$ cat src/rtl/arith_op_scheduler.sv
// -----------------------------------------------------------------------------
// arith_op_scheduler
//
// Purpose:
//   Shares one 8-bit arithmetic unit (add, sub, mul, div/mod) among N_REQ
//   requesters. A round-robin arbiter grants one requester per operation.
//   Add/sub/mul finish in a single execute cycle. Division with a non-zero
//   divisor runs an 8-iteration restoring divider. Each result is tagged with
//   the issuing requester's index and held until the consumer accepts it.
//
// Parameters:
//   N_REQ  number of requesters (2..8)
//   ID_W   width of rsp_id, 2**ID_W >= N_REQ
//
// Ports:
//   clk         system clock, rising edge
//   rst         asynchronous active-high reset
//   req_valid   per-requester operation valid
//   req_ready   per-requester accept, one-hot or zero, only in IDLE
//   req_a       operand A, 8 bits per requester
//   req_b       operand B, 8 bits per requester
//   req_sel     op select per requester: 00 add, 01 sub, 10 mul, 11 div
//   rsp_valid   result available
//   rsp_ready   consumer accepts the result
//   rsp_id      index of the requester that issued the op
//   rsp_c       sum, difference, product or quotient
//   rsp_rem     remainder, 0 for non-div ops
//   rsp_div0    divide-by-zero flag
//   busy        high whenever the scheduler is not IDLE
//
// Optional feature (macro ARITH_SCHED_STATS_EN):
//   op_count    saturating count of response handshakes (16 bits)
//   div0_count  saturating count of handshakes carrying rsp_div0 (8 bits)
// -----------------------------------------------------------------------------
module arith_op_scheduler #(
    parameter int N_REQ = 4,
    parameter int ID_W  = 2
) (
    input  logic                 clk,
    input  logic                 rst,
    input  logic [N_REQ-1:0]     req_valid,
    output logic [N_REQ-1:0]     req_ready,
    input  logic [8*N_REQ-1:0]   req_a,
    input  logic [8*N_REQ-1:0]   req_b,
    input  logic [2*N_REQ-1:0]   req_sel,
    output logic                 rsp_valid,
    input  logic                 rsp_ready,
    output logic [ID_W-1:0]      rsp_id,
    output logic [15:0]          rsp_c,
    output logic [7:0]           rsp_rem,
    output logic                 rsp_div0,
    output logic                 busy
`ifdef ARITH_SCHED_STATS_EN
    ,
    output logic [15:0]          op_count,
    output logic [7:0]           div0_count
`endif
);

    typedef enum logic [1:0] {
        IDLE = 2'b00,
        EXEC = 2'b01,
        DIV  = 2'b10,
        RESP = 2'b11
    } state_t;

    state_t            state_r;
    state_t            state_nx_s;

    logic [ID_W-1:0]   ptr_r;
    logic [7:0]        a_r;          // operand A; doubles as dividend/quotient shift register
    logic [7:0]        b_r;
    logic [1:0]        sel_r;
    logic [ID_W-1:0]   id_r;
    logic [7:0]        rem_r;        // partial remainder of the divider
    logic [2:0]        cnt_r;        // divider iteration index

    logic              rsp_valid_r;
    logic [ID_W-1:0]   rsp_id_r;
    logic [15:0]       rsp_c_r;
    logic [7:0]        rsp_rem_r;
    logic              rsp_div0_r;
    logic              busy_r;

    logic              found_s;
    logic [ID_W-1:0]   win_s;
    logic [N_REQ-1:0]  grant_s;
    logic [7:0]        win_a_s;
    logic [7:0]        win_b_s;
    logic [1:0]        win_sel_s;
    logic [ID_W-1:0]   ptr_nx_s;

    logic [8:0]        shifted_s;
    logic              ge_s;
    logic [7:0]        diff_s;
    logic [7:0]        rem_nx_s;
    logic [7:0]        quo_nx_s;

    logic [15:0]       exec_c_s;
    logic [7:0]        exec_rem_s;
    logic              exec_div0_s;

    // Round-robin search: first valid requester at or above the pointer, wrapping.
    always_comb begin
        logic [ID_W:0] idx_s;
        logic          hit_s;
        found_s = 1'b0;
        win_s   = {ID_W{1'b0}};
        idx_s   = {(ID_W+1){1'b0}};
        hit_s   = 1'b0;
        for (int k = 0; k < N_REQ; k++) begin
            idx_s   = {1'b0, ptr_r} + (ID_W+1)'(k);
            idx_s   = (idx_s >= (ID_W+1)'(N_REQ)) ? (idx_s - (ID_W+1)'(N_REQ)) : idx_s;
            hit_s   = !found_s && req_valid[idx_s[ID_W-1:0]];
            win_s   = hit_s ? idx_s[ID_W-1:0] : win_s;
            found_s = found_s | hit_s;
        end
    end

    // One-hot grant vector and the winner's operands (AND-OR mux on the grant).
    always_comb begin
        grant_s   = {N_REQ{1'b0}};
        win_a_s   = 8'h00;
        win_b_s   = 8'h00;
        win_sel_s = 2'b00;
        for (int i = 0; i < N_REQ; i++) begin
            grant_s[i] = found_s && (win_s == ID_W'(i));
            win_a_s    = win_a_s   | (req_a[i*8 +: 8]   & {8{grant_s[i]}});
            win_b_s    = win_b_s   | (req_b[i*8 +: 8]   & {8{grant_s[i]}});
            win_sel_s  = win_sel_s | (req_sel[i*2 +: 2] & {2{grant_s[i]}});
        end
    end

    // Pointer moves just past the winner, wrapping after the last requester.
    always_comb begin
        if (win_s == ID_W'(N_REQ - 1)) begin
            ptr_nx_s = {ID_W{1'b0}};
        end else begin
            ptr_nx_s = win_s + ID_W'(1);
        end
    end

    // Grants are only offered in IDLE; reset forces them low immediately.
    always_comb begin
        if ((state_r == IDLE) && !rst) begin
            req_ready = grant_s;
        end else begin
            req_ready = {N_REQ{1'b0}};
        end
    end

    // One restoring-division step: shift in the next dividend bit, trial subtract.
    always_comb begin
        shifted_s = {rem_r, a_r[7]};
        ge_s      = (shifted_s >= {1'b0, b_r});
        diff_s    = shifted_s[7:0] - b_r;
        rem_nx_s  = ge_s ? diff_s : shifted_s[7:0];
        quo_nx_s  = {a_r[6:0], ge_s};
    end

    // Single-cycle results; a div reaching EXEC always has a zero divisor.
    always_comb begin
        exec_c_s    = 16'h0000;
        exec_rem_s  = 8'h00;
        exec_div0_s = 1'b0;
        case (sel_r)
            2'b00: exec_c_s = {8'h00, a_r} + {8'h00, b_r};
            2'b01: exec_c_s = {8'h00, a_r} - {8'h00, b_r};
            2'b10: exec_c_s = {8'h00, a_r} * {8'h00, b_r};
            2'b11: begin
                exec_c_s    = 16'hFFFF;
                exec_rem_s  = a_r;
                exec_div0_s = 1'b1;
            end
            default: begin
                exec_c_s    = 16'h0000;
                exec_rem_s  = 8'h00;
                exec_div0_s = 1'b0;
            end
        endcase
    end

    // Next-state logic.
    always_comb begin
        state_nx_s = state_r;
        case (state_r)
            IDLE: begin
                if (found_s) begin
                    state_nx_s = ((win_sel_s == 2'b11) && (win_b_s != 8'h00)) ? DIV : EXEC;
                end else begin
                    state_nx_s = IDLE;
                end
            end
            EXEC: state_nx_s = RESP;
            DIV: begin
                if (cnt_r == 3'd7) begin
                    state_nx_s = RESP;
                end else begin
                    state_nx_s = DIV;
                end
            end
            RESP: begin
                if (rsp_ready) begin
                    state_nx_s = IDLE;
                end else begin
                    state_nx_s = RESP;
                end
            end
            default: state_nx_s = IDLE;
        endcase
    end

    // State register and registered busy flag.
    always_ff @(posedge clk or posedge rst) begin
        if (rst) begin
            state_r <= IDLE;
            busy_r  <= 1'b0;
        end else begin
            state_r <= state_nx_s;
            busy_r  <= (state_nx_s != IDLE);
        end
    end

    // Operand capture, divider iterations and result registers.
    always_ff @(posedge clk or posedge rst) begin
        if (rst) begin
            ptr_r       <= {ID_W{1'b0}};
            a_r         <= 8'h00;
            b_r         <= 8'h00;
            sel_r       <= 2'b00;
            id_r        <= {ID_W{1'b0}};
            rem_r       <= 8'h00;
            cnt_r       <= 3'd0;
            rsp_valid_r <= 1'b0;
            rsp_id_r    <= {ID_W{1'b0}};
            rsp_c_r     <= 16'h0000;
            rsp_rem_r   <= 8'h00;
            rsp_div0_r  <= 1'b0;
        end else begin
            case (state_r)
                IDLE: begin
                    if (found_s) begin
                        a_r   <= win_a_s;
                        b_r   <= win_b_s;
                        sel_r <= win_sel_s;
                        id_r  <= win_s;
                        ptr_r <= ptr_nx_s;
                        rem_r <= 8'h00;
                        cnt_r <= 3'd0;
                    end
                end
                EXEC: begin
                    rsp_valid_r <= 1'b1;
                    rsp_id_r    <= id_r;
                    rsp_c_r     <= exec_c_s;
                    rsp_rem_r   <= exec_rem_s;
                    rsp_div0_r  <= exec_div0_s;
                end
                DIV: begin
                    a_r   <= quo_nx_s;
                    rem_r <= rem_nx_s;
                    cnt_r <= cnt_r + 3'd1;
                    if (cnt_r == 3'd7) begin
                        rsp_valid_r <= 1'b1;
                        rsp_id_r    <= id_r;
                        rsp_c_r     <= {8'h00, quo_nx_s};
                        rsp_rem_r   <= rem_nx_s;
                        rsp_div0_r  <= 1'b0;
                    end
                end
                RESP: begin
                    if (rsp_ready) begin
                        rsp_valid_r <= 1'b0;
                    end
                end
                default: begin
                    rsp_valid_r <= 1'b0;
                end
            endcase
        end
    end

    assign rsp_valid = rsp_valid_r;
    assign rsp_id    = rsp_id_r;
    assign rsp_c     = rsp_c_r;
    assign rsp_rem   = rsp_rem_r;
    assign rsp_div0  = rsp_div0_r;
    assign busy      = busy_r;

`ifdef ARITH_SCHED_STATS_EN
    logic        handshake_s;
    logic [15:0] op_count_r;
    logic [7:0]  div0_count_r;

    assign handshake_s = rsp_valid_r && rsp_ready;

    // Saturating statistics counters, advanced on each response handshake.
    always_ff @(posedge clk or posedge rst) begin
        if (rst) begin
            op_count_r   <= 16'h0000;
            div0_count_r <= 8'h00;
        end else begin
            if (handshake_s && (op_count_r != 16'hFFFF)) begin
                op_count_r <= op_count_r + 16'd1;
            end
            if (handshake_s && rsp_div0_r && (div0_count_r != 8'hFF)) begin
                div0_count_r <= div0_count_r + 8'd1;
            end
        end
    end

    assign op_count   = op_count_r;
    assign div0_count = div0_count_r;
`endif

endmodule

$ cat config.mk
export PLATFORM = sky130hd
export DESIGN_NAME = arith_op_scheduler
export DESIGN_NICKNAME = d
export VERILOG_FILES = /design/src/rtl/arith_op_scheduler.sv
export SDC_FILE = /design/constraint.sdc
export NUM_CORES = 1
export LEC_CHECK = 0
export CAP_MARGIN = 40
export CORE_ASPECT_RATIO = 1.1
export CORE_MARGIN = 10
export CORE_UTILIZATION = 40
export CTS_CLUSTER_DIAMETER = 120
export DETAILED_ROUTE_END_ITERATION = 10
export PLACE_DENSITY = 0.62
export SYNTH_ARGS = -nofsm -noshare
export SYNTH_HDL_FRONTEND = slang
export SYNTH_SLANG_ARGS = --single-unit
$ cat constraint.sdc
create_clock -name clk -period 5.6 [get_ports clk]
set_input_delay 1.12 -clock clk [delete_from_list [all_inputs] [get_ports clk]]
set_output_delay 1.12 -clock clk [all_outputs]
set_load 0.005 [all_outputs]
# Word level (Yosys, flattened, before mapping)

Cells that the tools add are included.

ROM bits: 0
Output and inout port bits: 33
Bits in registers: 64
Latch bits: 0
Input port bits: 79
Memories kept: 0
RAM bits: 0

Div/mod/pow operators: 0
$add $sub $neg: 12
Reduce and logical (&&, ||, !) cells: 25
Shifts and indexed selects: 0
Multiply operators: 1
Multiplexer cells: 44
Bitwise gates (word level): 24
$lt $le $gt $ge: 9
Eq/ne operators: 14

Operators with widths:

| cell                                                                  | number |
|---|---|
| 8-bit AND                                                             | 8 |
| 16-bit one-hot mux with 4 select lines                                | 1 |
| 8-bit OR                                                              | 6 |
| 8-bit one-hot mux with 2 select lines                                 | 3 |
| 8-bit two-way mux                                                     | 5 |
| 16-bit one-hot mux with 2 select lines                                | 1 |
| 2-bit two-way mux                                                     | 13 |
| 8-bit by 8-bit multiplier with 16-bit output                          | 1 |
| 16-bit two-way mux                                                    | 1 |
| 2-bit == test (second input constant)                                 | 7 |
| 2-bit by 3-bit < comparator with 1-bit output (second input constant) | 4 |
| 8-bit by 8-bit adder with 9-bit output                                | 1 |
| 3-bit >= comparator (second input constant)                           | 3 |
| 9-bit by 8-bit >= comparator with 1-bit output                        | 1 |
| 1-bit logical AND                                                     | 9 |
| 1-bit two-way mux                                                     | 9 |
| 8-bit by 8-bit subtractor with 9-bit output                           | 1 |
| 2-bit AND                                                             | 4 |
| 1-bit binary-select mux with 2-bit select                             | 4 |
| 2-bit one-hot mux with 4 select lines                                 | 1 |
| 8-bit nonzero test                                                    | 1 |
| 2-bit by 1-bit subtractor with 2-bit output (second input constant)   | 4 |
| 8-bit subtractor                                                      | 1 |
| 2-bit by 2-bit adder with 3-bit output (second input constant)        | 2 |
| other kinds (21)                                                      | 38 |

# Depth between registers and ports, before layout

Depth in word-level cells: 25
Gate-level depth with buffers: 18

# Least setup slack after synthesis

OpenSTA, ideal clock, no wires.

Path type: reg-to-reg
Start: register a_r[2]
End: register rsp_c_r[14] (netlist: rsp_c[14])
Data arrival time: 4.330 ns
Stages on the path, launching flop included: 17
Buffers on the path: 1
Required time: 5.465 ns
Period minus slack after synthesis: 4.465 ns
Slack: 1.135 ns
Setup time: 0.135 ns
Cells stage by stage: dfrtp_1 > clkbuf_1 > and2_1 > fa_1 > fa_1 > fa_1 > inv_1 > fa_1 > inv_1 > ha_1 > o21ai_0 > nand2b_1 > a31oi_1 > o21ai_0 > mux2i_1 > o41ai_1 > nand3_1

Word-level cells in the longest chain between the ends: 3

Ends and longest elaborated chain:

| item                                                                                                               | RTL line | text |
|---|---|---|
| from (decl)                                                                                                        | 71       | `logic [7:0] a_r;` |
| from (signal assigned)                                                                                             | 243      | `a_r <= win_a_s;` |
| from (signal assigned)                                                                                             | 260      | `a_r <= quo_nx_s;` |
| 8-bit by 8-bit multiplier with 16-bit output / 8-bit by 8-bit subtractor with 9-bit output (equally long branches) | 169, 168 |  |
| 16-bit one-hot mux with 4 select lines *                                                                           | 166      | `case (sel_r)` |
| 16-bit one-hot mux with 2 select lines *                                                                           | 240      | `case (state_r)` |
| to (signal assigned)                                                                                               | 255      | `rsp_c_r <= exec_c_s;` |
| to (signal assigned)                                                                                               | 266      | `rsp_c_r <= {8'h00, quo_nx_s};` |
| to (decl)                                                                                                          | 80       | `logic [15:0] rsp_c_r;` |

Mark *: on every way between the ends. The rest lies on a longest branch, timed or not.
A chain may end at the register's enable or synchronous reset.

# Worst setup path in the final report

Start: register a_r[4]
End: register rsp_c_r[14] (netlist: rsp_c[14])

The elaborated chain is that of the path after synthesis.

==> summary.txt <==
Status
  – Run status: finished clean

Routing
  – Count of routing violations after the opening detailed-route iteration: 285
  – Residual DRC: 0
  – Detailed-route wire length per cell: 19.3 µm
  – Detailed-routing iteration count for the pre-antenna-repair pass: 5
  – Vias after detailed routing: 5697
  – Avg Vias per Cell: 5.55
  – Routed wire length: 19800 µm
  – Routed Antenna Nets: 0

STA
  – Period utilisation layout: 89.7%
  – Final Max Slew Viols: 0
  – Fmax: 199 MHz
  – Setup clock skew after layout: 0.00745 ns
  – Setup violations, final: 0
  – Max-slew headroom at the worst pin: 45.7%
  – Final-layout worst hold slack: 0.475 ns
  – RSZ-0062 raised after global routing: no
  – Sum of negative setup slack: 0 ns
  – Post-layout min period: 5.02 ns
  – Worst Max-Slew Pin Slew: 0.815 ns
  – Hold violation count in the final report: 0

CTS
  – Buffer depth of the longest clock path: 2
  – Insertion delay of the later-clocked pin in the worst-skew pair: 0.34 ns
  – Clock tree from TritonCTS: done
  – Setup Buffers After CTS: 0
  – Register clock-pin slew on the reported worst setup and hold paths: 0.06 ns
  – Clock sink count: 64
  – Number of cells upsized or downsized after cts: 0
  – Clk Tree Root Cell: clkbuf_16
  – Htree depth: 3
  – CTS Buf Count: 9
  – Hold-fix buffers, CTS: 0

Synthesis
  – Synthesized area per cell: 8.87 µm²
  – Fraction of registers with async set or reset after synthesis: 100%
  – Number of synthesized flops with an enable pin: 0
  – Synth Net Count: 912
  – Number of flip-flops and latches in the synthesized netlist: 64
  – Total of warnings raised by yosys: 0
  – Sequential fraction of the synthesis area: 24.8%
  – Largest cells by area after synthesis: dfrtp_1, ha_1, fa_1, inv_1, nand2_1
  – Ys flop type: dfrtp_1
  – Share of the synthesized area in the top cell type: 24.8%
  – Synth Cell Area: 6450 µm²
  – Largest area contributor in the synthesized netlist: dfrtp_1
  – Mapped Cells: 727
  – Post-synth cell types: 66

Placement
  – Area post-placement: 7720 µm²
  – Count of placed standard cells including taps: 1010
  – RD Place Congestion: 0.958
  – Detailed Place HPWL: 16000 µm
  – Number of port buffers: 111

Finish
  – Filler cell count: 1455
  – Layout cells sized above 1: 6.30%
  – Area growth syn-to-layout: 25.1%
  – Post-route cell area: 8070 µm²
  – Most common cell after layout, fill and taps aside: clkdlybuf4s50_1
  – Top library cells by usage in the layout, fill and taps aside: clkdlybuf4s50_1, inv_1, nand2_1, ha_1, dfrtp_1
  – Number of diodes: 0
  – Number of nets at the end of the flow: 1006
  – Non-Filler Instances: 1026

Worst setup path
  – WS Path Type: flip-flop to flip-flop
  – Top fanout value on the critical path: 13
  – Sort of element at the end of the critical path: flip-flop
  – Type of origin of the critical path: flip-flop
  – Required time worst endpoint: 5.81 ns
  – CP arrival: 5.23 ns

Floorplanning
  – Ports placed on the boundary: 112
  – Core region area: 15700 µm²
  – Overall die height: 153 µm
  – Chip width: 141 µm
  – Initial core utilization: 41.0%
  – Std-Cell Rows: 48
  – Die ar.: 21600 µm²

GRT
  – Total track usage: 17.9%
  – Largest net degree at the start of global routing: 65
  – Wire length of the first global-routing pass: 31600 µm
  – Number of global-route vias before repair: 5887
  – Number of antenna violations at the first check in global routing: 0
  – Global-route congestion overflow total: 0

Power
  – Switching component of the power: 2.49 mW
  – Maximum vdd ir drop: 0.225 mV
  – Power per cell area: 634 nW/µm²
  – Logic gate share of total power: 68.3%
  – Portion of total power attributed to the clock network: 13.0%
  – Leakage: 3.79 nW
  – Switching part of the total power: 48.7%
  – Internal Dissipation: 2.62 mW
  – Fraction of power consumed by sequential logic: 18.6%

Hold path
  – Path class of the lowest-slack min-delay path: flip-flop to flip-flop

Run
  – # Max-Cap Violations: 0
==> worst max-delay path: stages, from the launching register on <==
cell and delay [ns]:
dfrtp_1 0.66, ha_1 0.40, fa_1 0.45, fa_1 0.40, fa_1 0.52, inv_1 0.06
fa_1 0.53, inv_1 0.04, ha_1 0.33, o21ai_0 0.24, nand2b_1 0.17, a31oi_1 0.22
o21ai_0 0.22, mux2i_1 0.17, o41ai_1 0.36, nand3_1 0.12
==> stage by stage <==
| stage | setup WS (ns) | power (mW) | util, % |
|---|---|---|---|
| 2_1_floorplan | 1.13 | 3.34 | - |
| 3_3_place_gp | 0.855 | 4.34 | 48.9 |
| 3_5_place_dp | 0.659 | 4.42 | 49.0 |
| 4_1_cts | 0.632 | 5.13 | 51.3 |
| 5_1_grt | 0.395 | 5.61 | 51.3 |
| 6_report | 0.577 | 5.11 | 51.3 |
==> synthesized netlist by cell type, types with 3 or more instances <==
| cell | count |
|---|---|
| inv_1 | 77 |
| ha_1 | 67 |
| nand2_1 | 67 |
| dfrtp_1 | 64 |
| nor2_1 | 47 |
| a21oi_1 | 41 |
| o21ai_0 | 41 |
| fa_1 | 39 |
| and2_1 | 27 |
| clkbuf_1 | 26 |
| a22oi_1 | 18 |
| a221o_1 | 11 |
| a22o_1 | 11 |
| nand3_1 | 11 |
| xnor2_1 | 11 |
| mux2i_1 | 10 |
| nand2b_1 | 10 |
| nor2b_1 | 10 |
| a21o_1 | 9 |
| and3_1 | 9 |
| o21a_1 | 9 |
| a221oi_1 | 8 |
| buf_2 | 8 |
| xor2_1 | 8 |
| o31ai_1 | 6 |
| a31oi_1 | 5 |
| o221ai_1 | 5 |
| o22ai_1 | 5 |
| or3_1 | 5 |
| buf_6 | 4 |
| nand4_1 | 4 |
| nor3_1 | 4 |
| and2_4 | 3 |
| o211ai_1 | 3 |
| o21bai_1 | 3 |
==> worst paths after layout <==
path | startpoint | endpoint | slack (ns) | depth (start not counted)
worst max-delay path | a_r[4] | rsp_c[14] | 0.58 | 15
worst min-delay path | rsp_id[1] | rsp_id[1] | 0.48 | 2
worst max register to register | a_r[4] | rsp_c[14] | 0.58 | 15
worst min register to register | rsp_id[1] | rsp_id[1] | 0.48 | 2
max in group asynchronous | rst | rem_r[3] | 3.63 | 3
min in group asynchronous | rst | rsp_c[14] | 1.44 | 3
==> power by group through the flow <==
stage / clock (mW) / sequential (mW) / combinational, mW
2_1_floorplan: 0 / 0.839 / 2.51
3_3_place_gp: 0 / 0.956 / 3.38
3_5_place_dp: 0 / 0.952 / 3.47
4_1_cts: 0.675 / 0.946 / 3.51
5_1_grt: 0.694 / 0.983 / 3.93
6_report: 0.667 / 0.953 / 3.49
==> metal layers <==
layer  global-route usage [%]  vias to the layer above  share of wire (%)
met1                     21.9                     2754                 43
met5                        0                        -                  0
met3                     5.42                       19                6.8
li1                         -                     2725                  -
met2                     30.2                      199                 49
met4                     3.74                        0                1.4
==> cells by family after synthesis <==
family	Yosys count	synth area share, %
xor gates and xnor gates	19	2.58
DFF	64	24.8
AOI/OAI and AO/OA	200	22.1
muxes	12	1.90
adders and majority gates	106	25.1
buffers and inverters	117	7.49
and+or+nand+nor	209	15.9
==> registers in the layout, indices dropped and copies added, names as in the netlist <==
signal     flops
id_r           2
rsp_c         16
rsp_rem        8
rem_r          8
sel_r          2
busy           1
ptr_r          2
b_r            8
a_r            8
rsp_div0       1
rsp_valid      1
cnt_r          3
rsp_id         2
state_r        2
==> layout make-up <==
class	instances	area (µm²)	area share, %
repair buffers	123	1210	15.0
multi-input cells	546	4370	54.1
well taps	200	250	3.10
inverters	77	289	3.58
clock inverters	7	125	1.55
clock buffers	9	225	2.79
flip-flops and latches	64	1600	19.9
No activity file was read; power rests on OpenSTA's default activity.
